[src/rtl/mul_pkg.sv]
// Shared encodings and constants for the multi-cycle RV32M multiply sequencer.
package mul_pkg;
  localparam int CALC_STEPS = 4;

  localparam logic [1:0] MUL_OP_MUL    = 2'b00;
  localparam logic [1:0] MUL_OP_MULH   = 2'b01;
  localparam logic [1:0] MUL_OP_MULHSU = 2'b10;
  localparam logic [1:0] MUL_OP_MULHU  = 2'b11;

  typedef enum logic [1:0] {IDLE, CALC, DONE} state_t;

  function automatic logic op_a_signed(input logic [1:0] op);
    return (op == MUL_OP_MULH) || (op == MUL_OP_MULHSU);
  endfunction

  function automatic logic op_b_signed(input logic [1:0] op);
    return op == MUL_OP_MULH;
  endfunction
endpackage

[src/rtl/mul_seq_ctrl_if.sv]
// Request/response handshake bundle between EX, writeback and the multiply sequencer.
interface mul_seq_ctrl_if #(
  parameter int XLEN  = 32,
  parameter int TAG_W = 5
);
  logic             req_valid;
  logic             req_ready;
  logic [1:0]       req_op;
  logic [XLEN-1:0]  req_a;
  logic [XLEN-1:0]  req_b;
  logic [TAG_W-1:0] req_tag;
  logic             flush;
  logic             resp_valid;
  logic             resp_ready;
  logic [XLEN-1:0]  resp_data;
  logic [TAG_W-1:0] resp_tag;
  logic             busy;

  modport master (
    output req_valid, req_op, req_a, req_b, req_tag, flush, resp_ready,
    input  req_ready, resp_valid, resp_data, resp_tag, busy
  );

  modport slave (
    input  req_valid, req_op, req_a, req_b, req_tag, flush, resp_ready,
    output req_ready, resp_valid, resp_data, resp_tag, busy
  );
endinterface

[src/rtl/mul16_u.sv]
// Unsigned 16x16 -> 32 combinational multiplier, shared across all CALC steps.
module mul16_u (
  input  logic [15:0] a,
  input  logic [15:0] b,
  output logic [31:0] p
);
  assign p = 32'(a) * 32'(b);
endmodule

[src/rtl/mul_seq_ctrl.sv]
// Four-cycle RV32M multiply sequencer: sign-magnitude operands, one 16x16 partial product per cycle.
// Optional MUL_ZERO_BYPASS_EN: a zero operand magnitude finishes after a single CALC cycle.
module mul_seq_ctrl
  import mul_pkg::*;
#(
  parameter int XLEN  = 32,
  parameter int TAG_W = 5
) (
  input logic           clk,
  input logic           rst_n,
  mul_seq_ctrl_if.slave bus
);
  localparam int HALF = XLEN / 2;
  localparam int CW   = $clog2(CALC_STEPS);
  localparam logic [CW-1:0] LAST = CW'(CALC_STEPS - 1);

  state_t            state_q, state_d;
  logic [CW-1:0]     cnt_q;
  logic [2*XLEN-1:0] acc_q, acc_sum, pp_ext;
  logic [XLEN-1:0]   a_mag_q, b_mag_q, a_mag, b_mag, pp;
  logic [HALF-1:0]   x, y;
  logic [1:0]        op_q;
  logic [TAG_W-1:0]  tag_q;
  logic              neg_q, a_neg, b_neg, accept, last_step;
`ifdef MUL_ZERO_BYPASS_EN
  logic              zero_q;
`endif

  assign accept = (state_q == IDLE) && bus.req_valid && !bus.flush;
  assign a_neg  = op_a_signed(bus.req_op) & bus.req_a[XLEN-1];
  assign b_neg  = op_b_signed(bus.req_op) & bus.req_b[XLEN-1];
  assign a_mag  = a_neg ? -bus.req_a : bus.req_a;
  assign b_mag  = b_neg ? -bus.req_b : bus.req_b;

  // cnt bit1 picks the high half of a, bit0 the high half of b
  assign x = cnt_q[1] ? a_mag_q[XLEN-1:HALF] : a_mag_q[HALF-1:0];
  assign y = cnt_q[0] ? b_mag_q[XLEN-1:HALF] : b_mag_q[HALF-1:0];

  mul16_u u_mul (.a(x), .b(y), .p(pp));

  always_comb begin
    pp_ext = {{HALF{1'b0}}, pp, {HALF{1'b0}}};
    if (cnt_q == '0)  pp_ext = {{XLEN{1'b0}}, pp};
    if (cnt_q == LAST) pp_ext = {pp, {XLEN{1'b0}}};
  end

  assign acc_sum = acc_q + pp_ext;
`ifdef MUL_ZERO_BYPASS_EN
  assign last_step = (cnt_q == LAST) || zero_q;
`else
  assign last_step = (cnt_q == LAST);
`endif

  always_ff @(posedge clk or negedge rst_n) begin
    if (!rst_n) state_q <= IDLE;
    else        state_q <= state_d;
  end

  always_comb begin
    state_d = state_q;
    case (state_q)
      IDLE:    if (accept) state_d = CALC;
      CALC:    if (bus.flush) state_d = IDLE;
               else if (last_step) state_d = DONE;
      DONE:    if (bus.flush || bus.resp_ready) state_d = IDLE;
      default: state_d = IDLE;
    endcase
  end

  always_comb begin
    bus.req_ready  = (state_q == IDLE);
    bus.resp_valid = (state_q == DONE);
    bus.busy       = (state_q != IDLE);
    bus.resp_data  = '0;
    bus.resp_tag   = '0;
    if (state_q == DONE) begin
      bus.resp_data = (op_q == MUL_OP_MUL) ? acc_q[XLEN-1:0] : acc_q[2*XLEN-1:XLEN];
      bus.resp_tag  = tag_q;
    end
  end

  always_ff @(posedge clk or negedge rst_n) begin
    if (!rst_n) begin
      cnt_q   <= '0;
      acc_q   <= '0;
      a_mag_q <= '0;
      b_mag_q <= '0;
      neg_q   <= 1'b0;
      op_q    <= MUL_OP_MUL;
      tag_q   <= '0;
`ifdef MUL_ZERO_BYPASS_EN
      zero_q  <= 1'b0;
`endif
    end else if (accept) begin
      cnt_q   <= '0;
      acc_q   <= '0;
      a_mag_q <= a_mag;
      b_mag_q <= b_mag;
      neg_q   <= a_neg ^ b_neg;
      op_q    <= bus.req_op;
      tag_q   <= bus.req_tag;
`ifdef MUL_ZERO_BYPASS_EN
      zero_q  <= (a_mag == '0) || (b_mag == '0);
`endif
    end else if (state_q == CALC && !bus.flush) begin
      cnt_q <= cnt_q + 1'b1;
      // sign is applied once to the full 64-bit sum on the final step
      acc_q <= (last_step && neg_q) ? -acc_sum : acc_sum;
    end
  end
endmodule

[src/flat_wrapper.sv]
// flat-port wrapper written by rule: the top's interface ports become plain ports
module mul_seq_ctrl_flat import mul_pkg::*;
#(
  parameter int XLEN  = 32,
  parameter int TAG_W = 5
)
  (clk, rst_n, bus_req_valid, bus_req_op, bus_req_a, bus_req_b, bus_req_tag, bus_flush, bus_resp_ready, bus_req_ready, bus_resp_valid, bus_resp_data, bus_resp_tag, bus_busy);
  mul_seq_ctrl_if #(.XLEN(XLEN), .TAG_W(TAG_W)) bus_i ();
  input logic clk;
  input logic rst_n;
  input wire logic [$bits(bus_i.req_valid)-1:0] bus_req_valid;
  input wire logic [$bits(bus_i.req_op)-1:0] bus_req_op;
  input wire logic [$bits(bus_i.req_a)-1:0] bus_req_a;
  input wire logic [$bits(bus_i.req_b)-1:0] bus_req_b;
  input wire logic [$bits(bus_i.req_tag)-1:0] bus_req_tag;
  input wire logic [$bits(bus_i.flush)-1:0] bus_flush;
  input wire logic [$bits(bus_i.resp_ready)-1:0] bus_resp_ready;
  output wire logic [$bits(bus_i.req_ready)-1:0] bus_req_ready;
  output wire logic [$bits(bus_i.resp_valid)-1:0] bus_resp_valid;
  output wire logic [$bits(bus_i.resp_data)-1:0] bus_resp_data;
  output wire logic [$bits(bus_i.resp_tag)-1:0] bus_resp_tag;
  output wire logic [$bits(bus_i.busy)-1:0] bus_busy;
  assign bus_i.req_valid = bus_req_valid;
  assign bus_i.req_op = bus_req_op;
  assign bus_i.req_a = bus_req_a;
  assign bus_i.req_b = bus_req_b;
  assign bus_i.req_tag = bus_req_tag;
  assign bus_i.flush = bus_flush;
  assign bus_i.resp_ready = bus_resp_ready;
  assign bus_req_ready = bus_i.req_ready;
  assign bus_resp_valid = bus_i.resp_valid;
  assign bus_resp_data = bus_i.resp_data;
  assign bus_resp_tag = bus_i.resp_tag;
  assign bus_busy = bus_i.busy;
  mul_seq_ctrl #(.XLEN(XLEN), .TAG_W(TAG_W)) u_core (.clk(clk), .rst_n(rst_n), .bus(bus_i));
endmodule
[config.mk]
export PLATFORM = sky130hd
export DESIGN_NAME = mul_seq_ctrl_flat
export DESIGN_NICKNAME = d
export VERILOG_FILES = /design/src/rtl/mul_pkg.sv /design/src/rtl/mul_seq_ctrl_if.sv /design/src/rtl/mul16_u.sv /design/src/rtl/mul_seq_ctrl.sv /design/src/flat_wrapper.sv
export SDC_FILE = /design/constraint.sdc
export NUM_CORES = 1
export LEC_CHECK = 0
export ABC_CLOCK_PERIOD_IN_PS = 21900
export CORE_ASPECT_RATIO = 0.75
export CORE_MARGIN = 2
export CORE_UTILIZATION = 23
export CTS_BUF_LIST = sky130_fd_sc_hd__clkbuf_4
export DETAILED_ROUTE_END_ITERATION = 10
export HOLD_SLACK_MARGIN = 0.1
export PLACE_DENSITY = 0.4
export RECOVER_POWER = 100
export SLEW_MARGIN = 20
export SYNTH_ARGS = -nofsm -noshare
export SYNTH_HDL_FRONTEND = slang
export SYNTH_SLANG_ARGS = --single-unit
[constraint.sdc]
create_clock -name clk -period 21.9 [get_ports clk]
set_input_delay 3.285 -clock clk [delete_from_list [all_inputs] [get_ports clk]]
set_output_delay 3.285 -clock clk [all_outputs]
set_load 0.005 [all_outputs]
==> flow_summary.toml, run 1 <==
[critical_path]
crit_arrival_ns = 15.69
critPathMostFrequentCell = "sky130_fd_sc_hd__fa_1"
ff2ff_setup_slack_ns = 6.91
worst_setup_path_end_kind = "register"
setup.worst_path.class = "register to register"
timing.critical_path.slowest_stage_cell = "sky130_fd_sc_hd__clkbuf_1"
worst_setup_path_start_kind = "register"
timing.critical_path.slowest_cell_delay_ns = 1.39
critical_path.max_fanout = 32
timing.critical_path.required_ns = 22.60

[clock_tree]
clk_transition_reported_paths_ns = 0.13
cts_tree = "done"
ctsHoldBuffers = 0
clk_latency_ns = 0.78
cts.htree.levels = 4
post_cts.repair.setup_buffers = 0
clk_root_buffer_cell = "sky130_fd_sc_hd__clkbuf_4"
cts_made_buffers = 17
clock_path_buffers = 2
clock_sink_count = 140
post_cts_resize_count = 0

[floorplan]
floorplan.io_pins = 116
floorplan.die_area_sq_mm = 0.101
placementRows = 99
die-height_microns = 275
die_w_microns = 366
initial_core_utilization_pct = 23.2
core_area_sq_mm = 0.0972

[outcome]
outcome = "complete, but fails checks"
failed_checks = "capacitance limit, slew limit"

[yosys]
synth-seq-cells = 140
synthFlopType = "sky130_fd_sc_hd__dfrtp_1"
synthesis.yosys.warnings = 0
synthesis.area_per_instance_sq_um = 7.82
synth_cell_type_count = 99
syn-num-nets = 3328
synth-async-reset-ratio_pct = 100
synth.cell_area_sq_mm = 0.0225
synth_seq_area_share_pct = 15.5
syn-instance-count = 2884
synth_edf_count = 0

[global_routing]
antenna_violations_before_repair = 3
first_pass_grt_wire_length_microns = 132000
grt_use_total_pct = 17.7
grt_pass1_vias = 19800
grt-ovfl-total = 0
largest_net_degree_at_the_start_of_global_routing = 88

[detailed_routing]
vias = 20700
post-route-drc-count = 0
drt-initial-drc-count = 1643
detail_route.wl_per_cell_microns = 20.9
postRouteAntennaNets = 0
viasPerCell = 4.87
wire_length_after_detailed_routing_microns = 88800
detail_route.first_pass.iterations = 6

[sta]
finalClockSkew_ns = 0.0608
finalMaxSlewViolations = 419
setup_repair_after_global_routing_missed_its_margin = "no"
slew-limit-headroom_pct = -250
setup_total_negative_slack_ns = 0
final_period_minus_worst_setup_slack_ns = 14.99
timing.final.hold_violations = 0
setup_viols_final = 0
tightest_slew_ns = 5.25
clock.fmax_ghz = 0.0667
timing.hold.ws_ns = 0.512
layout_worst_path_cycle_share_pct = 68.5

[cells_and_area]
area_overhead_vs_synth_pct = 11.7
multi_input_area_sq_mm = 0.0174
ff_latch_area_sq_mm = 0.00350
number_of_fill_cells_in_the_layout = 10700
drive_gt1_share_pct = 4.78
fin_nets = 3363
most_common_cell_after_layout_fill_and_taps_aside = "sky130_fd_sc_hd__nand2_1"
final_cell_area_sq_mm = 0.0252
layout_common_cells = "sky130_fd_sc_hd__nand2_1 (399), sky130_fd_sc_hd__nor2_1 (345), sky130_fd_sc_hd__inv_1 (284)"

[flow_run]
cap_viol_max_count = 8

[placement]
buffer_ports.inserted = 115
dp_hpwl_microns = 73600
placement.cell_area_sq_mm = 0.0250
finalWeightedCongestion = 0.950

[hold_path]
hold_path_class = "register to register"
[path summary, 6_finish.rpt]
check | start | to | depth (start not counted)
max in group asynchronous | rst_n | u_core.a_mag_q[16] | 2
setup / recovery | u_core.cnt_q[0] | u_core.acc_q[63] | 42
hold reg to reg | u_core.tag_q[4] | u_core.tag_q[4] | 1
min in group asynchronous | rst_n | u_core.b_mag_q[21] | 1
hold / removal | u_core.tag_q[4] | u_core.tag_q[4] | 1
setup reg to reg | u_core.cnt_q[0] | u_core.acc_q[63] | 42
[kinds of logic after synthesis]
logic type	after synthesis	synth area share (%)
adders and majority gates	368	26.9
DFF	140	15.5
xor gates and xnor gates	183	7.17
muxes	83	3.96
and+or+nand+nor	1039	20.9
AOI/OAI and AO/OA	660	18.3
buffers and inverters	411	7.21
[cell usage after synthesis (17+ instances only)]
| library cell | number | area share (%) |
|---|---|---|
| sky130_fd_sc_hd__xor2_1 | 67 | 2.6 |
| sky130_fd_sc_hd__inv_1 | 284 | 4.7 |
| sky130_fd_sc_hd__a21o_1 | 27 | 0.90 |
| sky130_fd_sc_hd__clkbuf_1 | 103 | 1.7 |
| sky130_fd_sc_hd__o21ai_0 | 157 | 3.5 |
| sky130_fd_sc_hd__xnor2_1 | 115 | 4.5 |
| sky130_fd_sc_hd__a31oi_1 | 19 | 0.53 |
| sky130_fd_sc_hd__mux2_2 | 40 | 2.0 |
| sky130_fd_sc_hd__o21a_1 | 19 | 0.63 |
| sky130_fd_sc_hd__nand2_1 | 399 | 6.6 |
| sky130_fd_sc_hd__nor2_1 | 346 | 5.8 |
| sky130_fd_sc_hd__a211oi_1 | 18 | 0.60 |
| sky130_fd_sc_hd__nand3_1 | 32 | 0.71 |
| sky130_fd_sc_hd__nor4_1 | 23 | 0.64 |
| sky130_fd_sc_hd__nor3_1 | 46 | 1.0 |
| sky130_fd_sc_hd__nand2b_1 | 17 | 0.47 |
| sky130_fd_sc_hd__a21oi_1 | 254 | 5.6 |
| sky130_fd_sc_hd__dfrtp_1 | 140 | 16 |
| sky130_fd_sc_hd__fa_1 | 195 | 17 |
| sky130_fd_sc_hd__mux2i_1 | 42 | 1.9 |
| sky130_fd_sc_hd__nand4_1 | 26 | 0.72 |
| sky130_fd_sc_hd__and2_1 | 46 | 1.3 |
| sky130_fd_sc_hd__ha_1 | 173 | 9.6 |
[through the flow]
step	setup WS [ns]	cells	util, %
floorplan	9.74	2884	-
global placement	8.85	4213	25.7
detailed placement	8.51	4213	25.7
CTS	8.49	4242	26.0
global route	6.06	4244	25.9
finish	6.91	4245	25.9
[flip-flops by register name, indices dropped and copies added (netlist names)]
signal,cells
u_core.a_mag_q,32
u_core.acc_q,64
u_core.neg_q,1
u_core.tag_q,5
u_core.b_mag_q,32
u_core.op_q,2
u_core.cnt_q,2
u_core.state_q,2
[critical path, delay by kind of cell, from the launching register on]
family	cells	cell delay [ns]
flip-flops	1	0.34
adder cells (fa/ha/maj)	8	4.02
AND/OR/NAND/NOR	9	2.95
AO/OA/AOI/OAI	16	4.25
buffers and inverters	6	2.41
multiplexers	1	0.30
XOR/XNOR	2	0.65
[layout make-up]
type,count,area share [%]
Antenna cell,3,0.0298
Clock buffer,20,0.596
Clock inverter,9,0.492
Inverter,284,4.23
Multi-Input combinational cell,2333,68.9
Sequential cell,140,13.9
Tap cell,1313,6.52
Timing Repair Buffer,143,5.28
[routing by layer]
layer	part of all wire [%]	GRT usage, %
met5	0	0
met4	0.95	2.72
met3	6.3	3.58
met2	41	24.8
met1	52	27.6
Power of run 1 is not shown: default switching activity piles up to over one toggle a cycle in this logic, so the estimate is an artifact.
==> run 2: changes to the inputs <==
Settings changed: ABC_CLOCK_PERIOD_IN_PS 21900 to 12900, PLACE_DENSITY 0.4 to 0.41.
Clock period 21.9 ns to 12.9 ns, I/O delays scaled along.
==> flow_summary.toml, run 2 (synthesis results as in run 1) <==
[outcome]
outcome = "complete, but fails checks"
failed_checks = "capacitance limit, slew limit"

[global_routing]
grt_use_total_pct = 17.5
grt_pass1_vias = 20000
largest_net_degree_at_the_start_of_global_routing = 99
antenna_violations_before_repair = 4
grt-ovfl-total = 0
first_pass_grt_wire_length_microns = 130000

[placement]
dp_hpwl_microns = 73400
finalWeightedCongestion = 0.931
buffer_ports.inserted = 115

[floorplan]
die_w_microns = 366
placementRows = 99
die-height_microns = 275
core_area_sq_mm = 0.0972
initial_core_utilization_pct = 23.2
floorplan.io_pins = 116
floorplan.die_area_sq_mm = 0.101

[sta]
setup_repair_after_global_routing_missed_its_margin = "no"
finalMaxSlewViolations = 382
timing.final.hold_violations = 0
setup_total_negative_slack_ns = 0
setup_viols_final = 0
clock.fmax_ghz = 0.0815
tightest_slew_ns = 3.81
final_period_minus_worst_setup_slack_ns = 12.27
slew-limit-headroom_pct = -154
finalClockSkew_ns = 0.0713
layout_worst_path_cycle_share_pct = 95.2

[critical_path]
worst_setup_path_start_kind = "register"
critPathMostFrequentCell = "sky130_fd_sc_hd__fa_1"
worst_setup_path_end_kind = "register"
ff2ff_setup_slack_ns = 0.63
timing.critical_path.required_ns = 13.62
setup.worst_path.class = "register to register"
ff2ff_path_depth = 40
worstReg2RegStart = "u_core.cnt_q[0]"
timing.critical_path.slowest_cell_delay_ns = 0.74
crit_arrival_ns = 12.99
critical_path.max_fanout = 8
timing.critical_path.slowest_stage_cell = "sky130_fd_sc_hd__mux2i_2"
reg2reg_to = "u_core.acc_q[63]"

[clock_tree]
cts_tree = "done"
clk_root_buffer_cell = "sky130_fd_sc_hd__clkbuf_4"
cts_made_buffers = 17
post_cts.repair.setup_buffers = 0
clk_latency_ns = 0.81
clock_sink_count = 140
cts.htree.levels = 4
clk_transition_reported_paths_ns = 0.15
post_cts_resize_count = 0
clock_path_buffers = 2
ctsHoldBuffers = 0

[cells_and_area]
number_of_fill_cells_in_the_layout = 10700
top_regs = "u_core.acc_q x64, u_core.a_mag_q x32, u_core.b_mag_q x32"
layout_common_cells = "sky130_fd_sc_hd__nand2_1 (399), sky130_fd_sc_hd__nor2_1 (344), sky130_fd_sc_hd__inv_1 (284)"
area_overhead_vs_synth_pct = 13.2
most_common_cell_after_layout_fill_and_taps_aside = "sky130_fd_sc_hd__nand2_1"
largest_register_ffs = 64
fin_nets = 3394
largest-register = "u_core.acc_q"
drive_gt1_share_pct = 6.01

[hold_path]
hold_path_class = "register to register"
min_delay_path_depth = 1
min_from = "u_core.tag_q[2]"
hold_path_end = "u_core.tag_q[2]"

[detailed_routing]
detail_route.wl_per_cell_microns = 20.5
vias = 21000
viasPerCell = 4.90
drt-initial-drc-count = 1686
wire_length_after_detailed_routing_microns = 87900
detail_route.first_pass.iterations = 5
post-route-drc-count = 0
postRouteAntennaNets = 0

[flow_run]
cap_viol_max_count = 7
-- run 2: worst max path at each step --
stage	to	startpoint	slack, ns
2_1_floorplan	u_core.acc_q[63]	u_core.cnt_q[1]	0.74
4_1_cts	u_core.acc_q[63]	u_core.cnt_q[1]	0.30
5_1_grt	u_core.acc_q[63]	u_core.cnt_q[0]	0.02
6_report	u_core.acc_q[63]	u_core.cnt_q[0]	0.63
3_5_place_dp	u_core.acc_q[63]	u_core.cnt_q[1]	0.36
3_3_place_gp	u_core.acc_q[63]	u_core.cnt_q[1]	0.60
-- run 2: metal layers --
layer | global-route usage (%) | vias up | share of wire, %
met5 | 0 | - | 0.031
met4 | 4.67 | 4 | 2.2
met3 | 4.31 | 73 | 7.4
met2 | 24.2 | 644 | 41
met1 | 26.3 | 10300 | 49
li1 | - | 9908 | -
-- run 2: area by class of cell --
cell class	count	area (sq um)	share of cell area [%]
timing repair buffer	174	1570	6.15
clock inverter	13	149	0.583
inverter	284	1070	4.18
sequential	140	3500	13.7
tap	1313	1640	6.44
clock buffer	19	143	0.559
antenna	3	7.51	0.0294
multi-input combinational	2333	17400	68.3
-- run 2: critical path: cells and delay by family (launching register included) --
kind | cells | cell delay, ns
adder cells (fa/ha/maj) | 8 | 3.89
flip-flops | 1 | 0.44
XOR/XNOR | 1 | 0.37
buffers and inverters | 4 | 0.21
AO/OA/AOI/OAI | 19 | 4.21
AND/OR/NAND/NOR | 7 | 2.37
multiplexers | 1 | 0.74
-- run 2: stage by stage --
step	hold WS (ns)	setup WS, ns	cell area [sq um]	cells	utilization, %
2_1_floorplan	0.472	0.743	22500	2884	-
3_3_place_gp	0.487	0.604	25300	4244	26.0
3_5_place_dp	0.488	0.362	25300	4244	26.0
4_1_cts	0.534	0.299	25500	4276	26.3
5_1_grt	0.552	0.0213	25500	4278	26.2
6_report	0.531	0.625	25500	4279	26.3
Power of run 2 is left out for the same reason.
==> run 3: changes to the inputs <==
Settings changed: CAP_MARGIN from default to 40, CTS_CLUSTER_SIZE from default to 25.
==> flow_summary.toml, run 3 (synthesis results as in run 1) <==
[critical_path]
timing.critical_path.required_ns = 13.61
cpLargestDelayFamily = "adder cells"
timing.critical_path.slowest_cell_delay_ns = 0.57
crit_arrival_ns = 13.01
ff2ff_setup_slack_ns = 0.60
worst_setup_path_start_kind = "register"
worst_setup_path_end_kind = "register"
critical_path.max_fanout = 20
critPathBufInv = 7
setup.worst_path.class = "register to register"
timing.critical_path.slowest_stage_cell = "sky130_fd_sc_hd__dfrtp_1"
critPathMostFrequentCell = "sky130_fd_sc_hd__fa_1"

[clock_tree]
cts_tree = "done"
cts.htree.levels = 4
clk_latency_ns = 0.78
clock_sink_count = 140
ctsHoldBuffers = 0
post_cts_resize_count = 0
cts_made_buffers = 17
post_cts.repair.setup_buffers = 0
clk_transition_reported_paths_ns = 0.15
clock_path_buffers = 2
clk_root_buffer_cell = "sky130_fd_sc_hd__clkbuf_4"

[detailed_routing]
drt-initial-drc-count = 1671
postRouteAntennaNets = 0
vias = 21000
wire_length_after_detailed_routing_microns = 88100
detail_route.first_pass.iterations = 5
post-route-drc-count = 0
detail_route.wl_per_cell_microns = 20.6
viasPerCell = 4.89

[sta]
finalMaxSlewViolations = 362
final_period_minus_worst_setup_slack_ns = 12.30
layout_worst_path_cycle_share_pct = 95.4
slew-limit-headroom_pct = -102
setup_viols_final = 0
tightest_slew_ns = 3.04
setup_total_negative_slack_ns = 0
timing.final.hold_violations = 0
clock.fmax_ghz = 0.0813
setup_repair_after_global_routing_missed_its_margin = "no"
finalClockSkew_ns = 0.0518
timing.hold.ws_ns = 0.519

[cells_and_area]
most_common_cell_after_layout_fill_and_taps_aside = "sky130_fd_sc_hd__nand2_1"
fin_nets = 3402
layout_common_cells = "sky130_fd_sc_hd__nand2_1 (399), sky130_fd_sc_hd__nor2_1 (344), sky130_fd_sc_hd__inv_1 (284)"
multi_input_area_sq_mm = 0.0175
final_cell_area_sq_mm = 0.0256
top_regs = "u_core.acc_q x64, u_core.a_mag_q x32, u_core.b_mag_q x32"
largest-register = "u_core.acc_q"
drive_gt1_share_pct = 6.19
number_of_fill_cells_in_the_layout = 10800
largest_register_ffs = 64
area_overhead_vs_synth_pct = 13.4
post-route-util_pct = 26.3
ff_latch_area_sq_mm = 0.00350

[floorplan]
die_w_microns = 366
floorplan.die_area_sq_mm = 0.101
die-height_microns = 275
floorplan.io_pins = 116
placementRows = 99
initial_core_utilization_pct = 23.2
core_area_sq_mm = 0.0972

[global_routing]
antenna_violations_before_repair = 3
grt-ovfl-total = 0
first_pass_grt_wire_length_microns = 130000
grt_use_total_pct = 17.4
grt_pass1_vias = 19900
largest_net_degree_at_the_start_of_global_routing = 77

[placement]
finalWeightedCongestion = 0.931
buffer_ports.inserted = 115
dp_hpwl_microns = 73900
placement.cell_area_sq_mm = 0.0253

[flow_run]
cap_viol_max_count = 9

[outcome]
outcome = "complete, but fails checks"
failed_checks = "capacitance limit, slew limit"

[hold_path]
hold_path_class = "register to register"
==> run 3: worst paths after layout <==
check / from / to / depth (start not counted)
max in group asynchronous: rst_n / u_core.acc_q[53] / 3
min reg2reg: u_core.tag_q[4] / u_core.tag_q[4] / 1
max: u_core.cnt_q[1] / u_core.acc_q[63] / 41
min in group asynchronous: rst_n / u_core.b_mag_q[5] / 1
min: u_core.tag_q[4] / u_core.tag_q[4] / 1
max reg2reg: u_core.cnt_q[1] / u_core.acc_q[63] / 41
==> run 3: metal layers <==
layer / vias up / global-route usage, % / part of all wire (%)
met5: - / 0 / 0
li1: 9919 / - / -
met3: 55 / 3.65 / 7.1
met1: 10400 / 26.7 / 50
met4: 0 / 3.82 / 1.8
met2: 620 / 24.6 / 41
==> run 3: layout make-up <==
class	instances	area share, %
antenna	4	0.0391
clock inverter	14	0.612
tap	1313	6.42
multi-input combinational	2333	68.2
inverter	284	4.17
sequential	140	13.7
clock buffer	18	0.528
timing repair buffer	182	6.30
==> run 3: through the flow <==
stage               instances  setup slack (ns)
finish                   4288             0.596
detailed placement       4248             0.349
CTS                      4280             0.281
global placement         4244             0.604
global route             4288            0.0205
floorplan                2884             0.743
Power of run 3 is left out for the same reason.
